--- config.mk ---
export PLATFORM = sky130hd
export DESIGN_NAME = game_flow_controller
export DESIGN_NICKNAME = d
export VERILOG_FILES = /design/src/rtl/game_flow_controller.sv
export SDC_FILE = /design/constraint.sdc
export NUM_CORES = 1
export LEC_CHECK = 0
export ABC_AREA = 1
export BUFFER_PORTS_ARGS = -buffer_cell sky130_fd_sc_hd__buf_4
export CAP_MARGIN = 20
export CORE_UTILIZATION = 30
export DETAILED_ROUTE_END_ITERATION = 8
export PLACE_DENSITY = 0.49
export SYNTH_ARGS = -nofsm -noshare
export SYNTH_HDL_FRONTEND = slang
export SYNTH_SLANG_ARGS = --single-unit
--- constraint.sdc ---
create_clock -name clk -period 1.8 [get_ports clk]
set_input_delay 0.36 -clock clk [delete_from_list [all_inputs] [get_ports clk]]
set_output_delay 0.36 -clock clk [all_outputs]
set_load 0.05 [all_outputs]
--- src/rtl/game_flow_controller.sv ---
// Game sequencer: owns the screen code, lives and gold counts, and frame-timed
// pauses; drives freeze/new_game to the moving-object units.
module game_flow_controller #(
    parameter int LIVES_INIT   = 3,
    parameter int GOLD_TOTAL   = 8,
    parameter int DEATH_FRAMES = 60,
    parameter int END_FRAMES   = 180,
    parameter int BLANK_FRAMES = 2
) (
    input  logic       clk,
    input  logic       resetN,
    input  logic       startOfFrame,
    input  logic       start_key,
    input  logic       player_hit,
    input  logic       gold_collected,
    output logic [2:0] game_state,
    output logic [1:0] lives_left,
    output logic [3:0] gold_left,
    output logic       freeze,
    output logic       new_game
);

    localparam logic [2:0] ST_BLANK = 3'd0;
    localparam logic [2:0] ST_START = 3'd1;
    localparam logic [2:0] ST_PLAY  = 3'd2;
    localparam logic [2:0] ST_DEATH = 3'd3;
    localparam logic [2:0] ST_WIN   = 3'd4;
    localparam logic [2:0] ST_OVER  = 3'd5;

    localparam logic [1:0] LIVES_LOAD = 2'(LIVES_INIT);
    localparam logic [3:0] GOLD_LOAD  = 4'(GOLD_TOTAL);
    localparam logic [7:0] BLANK_CNT  = 8'(BLANK_FRAMES);
    localparam logic [7:0] DEATH_CNT  = 8'(DEATH_FRAMES);
    localparam logic [7:0] END_CNT    = 8'(END_FRAMES);

    logic [2:0] state, state_nxt;
    logic [7:0] frame_cnt;
    logic       start_key_d;
    logic       key_edge;
    logic [1:0] lives_nxt;
    logic [3:0] gold_nxt;
    logic       new_game_nxt;

    assign key_edge = start_key & ~start_key_d;

    // Screen code seen by the pixel mux; DEATH keeps showing the play field.
    function automatic logic [2:0] screen_code(input logic [2:0] s);
        case (s)
            ST_START:         return 3'd1;
            ST_PLAY, ST_DEATH: return 3'd2;
            ST_WIN:           return 3'd3;
            ST_OVER:          return 3'd4;
            default:          return 3'd0;
        endcase
    endfunction

    always_comb begin
        state_nxt    = state;
        lives_nxt    = lives_left;
        gold_nxt     = gold_left;
        new_game_nxt = 1'b0;
        case (state)
            ST_BLANK: begin
                if (frame_cnt == BLANK_CNT) state_nxt = ST_START;
            end
            ST_START: begin
                if (key_edge) begin
                    state_nxt    = ST_PLAY;
                    new_game_nxt = 1'b1;
                    lives_nxt    = LIVES_LOAD;
                    gold_nxt     = GOLD_LOAD;
                end
            end
            ST_PLAY: begin
                // A hit wins over a simultaneous gold pickup, which is discarded.
                if (player_hit) begin
                    if (lives_left <= 2'd1) begin
                        lives_nxt = 2'd0;
                        state_nxt = ST_OVER;
                    end else begin
                        lives_nxt = lives_left - 2'd1;
                        state_nxt = ST_DEATH;
                    end
                end else if (gold_collected && gold_left != 4'd0) begin
                    gold_nxt = gold_left - 4'd1;
                    if (gold_left == 4'd1) state_nxt = ST_WIN;
                end
            end
            ST_DEATH: begin
                if (frame_cnt == DEATH_CNT) begin
                    state_nxt    = ST_PLAY;
                    new_game_nxt = 1'b1;
                end
            end
            ST_WIN, ST_OVER: begin
                if (frame_cnt == END_CNT || key_edge) state_nxt = ST_START;
            end
            default: state_nxt = ST_BLANK;
        endcase
    end

    always_ff @(posedge clk) begin
        if (!resetN) begin
            state       <= ST_BLANK;
            frame_cnt   <= 8'd0;
            start_key_d <= 1'b0;
            game_state  <= 3'd0;
            lives_left  <= LIVES_LOAD;
            gold_left   <= GOLD_LOAD;
            freeze      <= 1'b1;
            new_game    <= 1'b0;
        end else begin
            state       <= state_nxt;
            start_key_d <= start_key;
            lives_left  <= lives_nxt;
            gold_left   <= gold_nxt;
            new_game    <= new_game_nxt;
            game_state  <= screen_code(state_nxt);
            freeze      <= (state_nxt != ST_PLAY);
            // Counter restarts on every state entry so each dwell is timed from zero.
            if (state_nxt != state)
                frame_cnt <= 8'd0;
            else if (startOfFrame)
                frame_cnt <= frame_cnt + 8'd1;
        end
    end

endmodule

==> results of run 1 <==
==> critical path, cell delays in order, from the launching register on <==
cell     delay, ns
dfxtp_1       0.34
inv_1         0.11
ha_1          0.19
inv_1         0.05
nand4_1       0.11
nand2_1       0.06
a22oi_1       0.22
nand3_1       0.17
nand3_4       0.16
nor2_1        0.05
==> synthesized netlist by cell type (2+ instances only) <==
master | count | area, sq um
nor2_1 | 23 | 86.3
nand3_1 | 13 | 65.1
nor3_1 | 2 | 10.0
nand3_2 | 2 | 20.0
xnor2_1 | 2 | 17.5
nor2_2 | 6 | 37.5
nand2_1 | 32 | 120
o21ai_0 | 2 | 10.0
ha_1 | 5 | 62.6
nand4_1 | 6 | 37.5
xor2_1 | 5 | 43.8
inv_1 | 24 | 90.1
a21oi_1 | 3 | 15.0
dfxtp_1 | 23 | 460
==> per-layer routing <==
metal | vias to the layer above | share of wire
met2 | 16 | 0.45
met5 | - | 0
met4 | 0 | 0.015
met1 | 471 | 0.51
li1 | 544 | -
met3 | 4 | 0.027
==> area by class of cell <==
class                           instances  share of cell area
Clock inverter                          1             0.00360
Inverter                               26              0.0710
Multi-Input combinational cell        109               0.430
Tap cell                               48              0.0432
Sequential cell                        23               0.331
Timing Repair Buffer                   17              0.0917
Clock buffer                            3              0.0297
==> cell usage in the layout, fill, tap and decap left out, types with 2 or more instances in the layout <==
cell type	instances
nand2_1	32
inv_1	24
nor2_1	23
dfxtp_1	23
buf_4	17
nand3_1	13
nor2_2	6
nand4_1	6
xor2_1	5
ha_1	5
a21oi_1	3
clkbuf_8	3
nor3_1	2
nand3_2	2
clkinv_2	2
o21ai_0	2
xnor2_1	2
==> per-stage QoR <==
stage               std cells  area [sq um]  total power [W]
floorplan                 159          1160         0.000743
global placement          223          1350         0.000800
detailed placement        223          1350         0.000806
CTS                       227          1390          0.00113
global route              227          1390          0.00118
finish                    227          1390          0.00112
==> power groups by stage <==
stage | clock network [W] | registers (W) | logic [W]
2_1_floorplan | 0 | 0.000600 | 0.000143
3_3_place_gp | 0 | 0.000567 | 0.000233
3_5_place_dp | 0 | 0.000568 | 0.000238
4_1_cts | 0.000337 | 0.000557 | 0.000239
5_1_grt | 0.000358 | 0.000562 | 0.000265
6_report | 0.000321 | 0.000557 | 0.000238
==> path summary, 6_finish.rpt <==
path	from	endpoint	slack, ns
setup / recovery	gold_left[0]	frame_cnt[5]	0.22
hold / removal	start_key	start_key_d	0.28
setup reg to reg	gold_left[0]	frame_cnt[5]	0.22
hold reg to reg	lives_left[1]	lives_left[1]	0.49
==> registers in the layout, summed over array words and instances, names as in the netlist <==
name and flops:
frame_cnt 8, gold_left 4, game_state 3, state 3, lives_left 2, freeze 1
new_game 1, start_key_d 1
==> cell families (layout without fill, tap and decap cells) <==
family          after synthesis  in the layout
flops                        23             23
buf+inv                      27             47
xor+xnor                      7              7
fa+ha+maj                     5              5
simple gates                 88             88
compound gates                9              9
==> results.md, run 1 <==
* Status: completed
* Critical path capture point type: register
* Final hold slack at approximately 0.28 ns
* Cell internal pwr at roughly 0.00077 W
* R2r worst-path depth at 9
* Core Box Area at 3690 sq um
* Clk pwr share at 0.287
* Gate power share at 0.213
* Mapped cell area at 1160 sq um
* Setup repair bufs after CTS at 0
* Clock Path Buffers at 2
* Post-Synth Adder-Cell Area at 0.0538
* CTS resizes at 0
* Relative slew margins at 0.825
* Pwr Density at 801 nW/um^2
* Top FF cell, synth: dfxtp_1
* WL per Instance at approximately 10 um
* Site Rows at 22
* Die area at ~4100 sq um
* Crit start category: register
* Initial antenna violation count at 0
* Multiplexer share of the synthesized area at 0
* Met2 Resource Use GR at 0.195
* GRT Overall Usage at 0.122
* Worst path required time at just under 2 ns
* Ratio of cells with drive above 1 in the final layout at 0.190
* CTS tree: done
* Sw frac at 0.308
* Actual slew at the worst max-slew pin at around 0.26 ns
* First-pass GRT wire length at approximately 4000 um
* Period minus WS final at ~1.6 ns
* RSZ-0062 raised after global routing: false
* Busiest grt layer: met2
* Seq pwr share at 0.499
* P&R area growth vs syn at 19.7%
* Avg Inst Size Synth at between 7 and 8 sq um
* Clock Root Buffer: clkbuf_8
* FF+latch count, synth at 23
* Multi-input gate area at between 500 and 600 sq um
* Post-route clock period utilization at 0.876
* H-tree lvl count at 1
* Nets@finish at 191
* GRT Residual Overflow at 0
* Syn nets at 170
* Largest net degree at the start of global routing at 14
* Synth Area in XOR/XNOR at 0.0527
* Number of synthesized flops with an enable pin at 0
* Post-Place Worst Slack at between 0.2 and 0.25 ns
* Vias per inst at approximately 4.6
* Critical Path Fanout Max at 8
* Router iterations before antenna repair at 4
* Max VDD drop at 0.397 mV
* Worst-path clk slew at roughly 0.08 ns
* Final Hold Vio Count at 0
* Final WS setup at between 0.2 and 0.25 ns
* DRC viols at 0
* Library cells used by synthesis at 25
* Met1 Resource Use GR at 0.156
* Clk_skew at ~0.0025 ns
* Top Ports at 17
* Vias in the first global route at approximately 930
* FILL cells at about 400
* Die width at roughly 64 um
* CTS buffer count at 3
* Post-layout util at 0.377
* Detailed Place HPWL at approximately 1800 um
* Min-delay worst type: in -> reg
* Post-Synthesis Cells at ~160
* Vias at approximately 1000
* Critical path data arrival time at roughly 1.7 ns
* Simple-gate portion of the synthesized area at 0.361
* Cts-stage hold buffer count at 0
* Endpoints failing setup at 0
* Psw at 0.000343 W
* Hold depth at 3
* Seq/Total Area, Yosys at 0.396
* Synth warn at 0
* Combinational family with the most area after synthesis: simple AND/OR/NAND/NOR gates
* Max frequency at around 0.63 GHz
* Async set or reset register ratio after synthesis at 0
* Gpl congestion at around 0.86
* Initial Util at 0.315
* Setup CP Type: reg -> reg
* Grt met3 use at 0.0232
* Initial DRC Count at 34
* Leakage power at about 0.63 nW
* Port buffer count at 16
* CTS sink count at 23
* Post-synthesis compound-gate area fraction at 0.0474
* Worst-Skew Late Latency at ~0.26 ns
* Setup TNS at 0 ns
* Final wirelength at 2260 um
* Die Y at about 64 um
* Max Cap Violations at 0
* Slew Limit Fails at 0
* Sequential cell area at 460 sq um
* Final ANT Viol Nets at 0
* Diodes inserted at 0
Power figures use the tool's default switching activity.
==> inputs of run 2 (changes only) <==
Settings changed: CORE_MARGIN from default to 8.
==> results.md, run 2 (same netlist as run 1, synthesis figures left out) <==
* Die area at 6120 sq um
* First-pass GRT wire length at 4200 um
* Gpl congestion at 0.877
* Ratio of cells with drive above 1 in the final layout at 0.184
* Max VDD drop at approximately 0.26 mV
* H-tree lvl count at 1
* Initial Util at 0.315
* Endpoints failing setup at 0
* R2r worst-path depth at 9
* Reg2reg setup slack at 0.23 ns
* Largest net degree at the start of global routing at 13
* Leakage power at between 0.6 and 0.7 nW
* CTS tree: done
* Final Hold Vio Count at 0
* Vias per inst at about 4.4
* Period minus WS final at around 1.6 ns
* Crit-path slowest cell: dfxtp_1
* Worst path required time at ~2.0 ns
* Critical Path Fanout Max at 8
* Relative slew margins at 0.820
* Worst-path clk slew at approximately 0.080 ns
* Largest regs: frame_cnt x8, gold_left x4
* R2r startpoint: gold_left[1]
* Final ANT Viol Nets at 0
* Worst-Skew Late Latency at 0.26 ns
* Critical path capture point type: register
* Most frequent cells in the layout: nand2_1 (32), inv_1 (24), nor2_1 (23), dfxtp_1 (23), buf_4 (17)
* RSZ-0062 raised after global routing: false
* Crit path cell chain: inv_1, ha_1, inv_1, nand4_1, nand2_1, a22oi_1, nand3_1, nand3_4, nor2_1
* Slew Limit Fails at 0
* Crit start category: register
* Cell mode on critical path: inv_1
* Most common cell after layout, fill and taps aside: nand2_1
* Core Box Area at 3690 sq um
* Cts-stage hold buffer count at 0
* Initial DRC Count at between 60 and 70
* WL per Instance at ~10 um
* Setup TNS at 0 ns
* Max frequency at 0.636 GHz
* Site Rows at 22
* Actual slew at the worst max-slew pin at ~0.27 ns
* Setup CP Type: reg -> reg
* Die width at just under 80 um
* Post-layout util at 0.377
* CP peak stage delay at between 0.3 and 0.4 ns
* Largest register by flop count: frame_cnt
* Top Ports at 17
* Detailed Place HPWL at 1890 um
* Max FFs per register at 8
* Pwr Density at between 700 and 800 nW/um^2
* Vias in the first global route at between 900 and 1000
* CTS buffer count at 3
* Critical path data arrival time at between 1.5 and 2 ns
* DRC viols at 0
* Diodes inserted at 0
* Min-delay worst type: in -> reg
* Clk_skew at around 0.002 ns
* Die Y at about 78 um
* Nets@finish at between 150 and 200
* Initial antenna violation count at 0
* Final hold slack at approximately 0.28 ns
* Setup repair bufs after CTS at 0
* Status: completed
* CTS resizes at 0
* Clock Path Buffers at 2
* Worst setup path end: frame_cnt[5]
* Port buffer count at 16
* Router iterations before antenna repair at 4
* Max Cap Violations at 0
* CTS sink count at 23
* Crit path from: gold_left[1]
* Clock Root Buffer: clkbuf_8
* P&R area growth vs syn at 19.6%
* GRT Overall Usage at 0.0813
* GRT Residual Overflow at 0
* Vias at 1006
* Post-route clock period utilization at 0.873
* Worst r2r dst: frame_cnt[5]
* Final wirelength at around 2400 um
run 2: cell count changes in the layout (fill, tap and decap cells not counted):
| cell | change |
|---|---|
| clkinv_2 | -1 |
| clkbuf_1 | +1 |
run 2: layout make-up:
type | instances | area (sq um)
fill | 409 | 2300
multi-input combinational | 109 | 598
sequential | 23 | 460
timing repair buffer | 17 | 128
inverter | 26 | 98.8
tap | 48 | 60.1
clock buffer | 4 | 45.0
run 2: worst min-delay path by stage:
stage | start | endpoint | slack, ns | cells after the start
finish | start_key | start_key_d | 0.28 | 3
global route | start_key | start_key_d | 0.28 | 3
CTS | start_key | start_key_d | 0.28 | 3
detailed placement | gold_left[0] | gold_left[0] | 0.47 | 1
global placement | lives_left[1] | lives_left[1] | 0.47 | 2
floorplan | start_key | start_key_d | 0.45 | 2
run 2: report_power, final:
part,internal (W),switching [W]
Combinational,0.0000816,0.000153
Clock,0.000158,0.000160
Sequential,0.000535,0.0000223
run 2: metrics by stage:
step | cells | power [W] | worst slack [ns] | cell area [sq um]
global placement | 223 | 0.000801 | 0.256 | 1350
finish | 227 | 0.00111 | 0.228 | 1390
global route | 227 | 0.00119 | 0.104 | 1390
floorplan | 159 | 0.000743 | 0.0270 | 1160
detailed placement | 223 | 0.000805 | 0.240 | 1350
CTS | 227 | 0.00113 | 0.225 | 1390
run 2: critical path, delay by kind of cell, from the launching register on:
family	cells	cell delay, ns
compound gates	1	0.21
fa+ha+maj	1	0.21
buf+inv	2	0.18
flops	1	0.32
simple gates	5	0.54
run 2: routing by layer:
metal / part of all wire / track usage
met1: 0.50 / 0.105
met2: 0.44 / 0.124
met3: 0.050 / 0.0285
met4: 0.011 / 0.0222
met5: 0 / 0
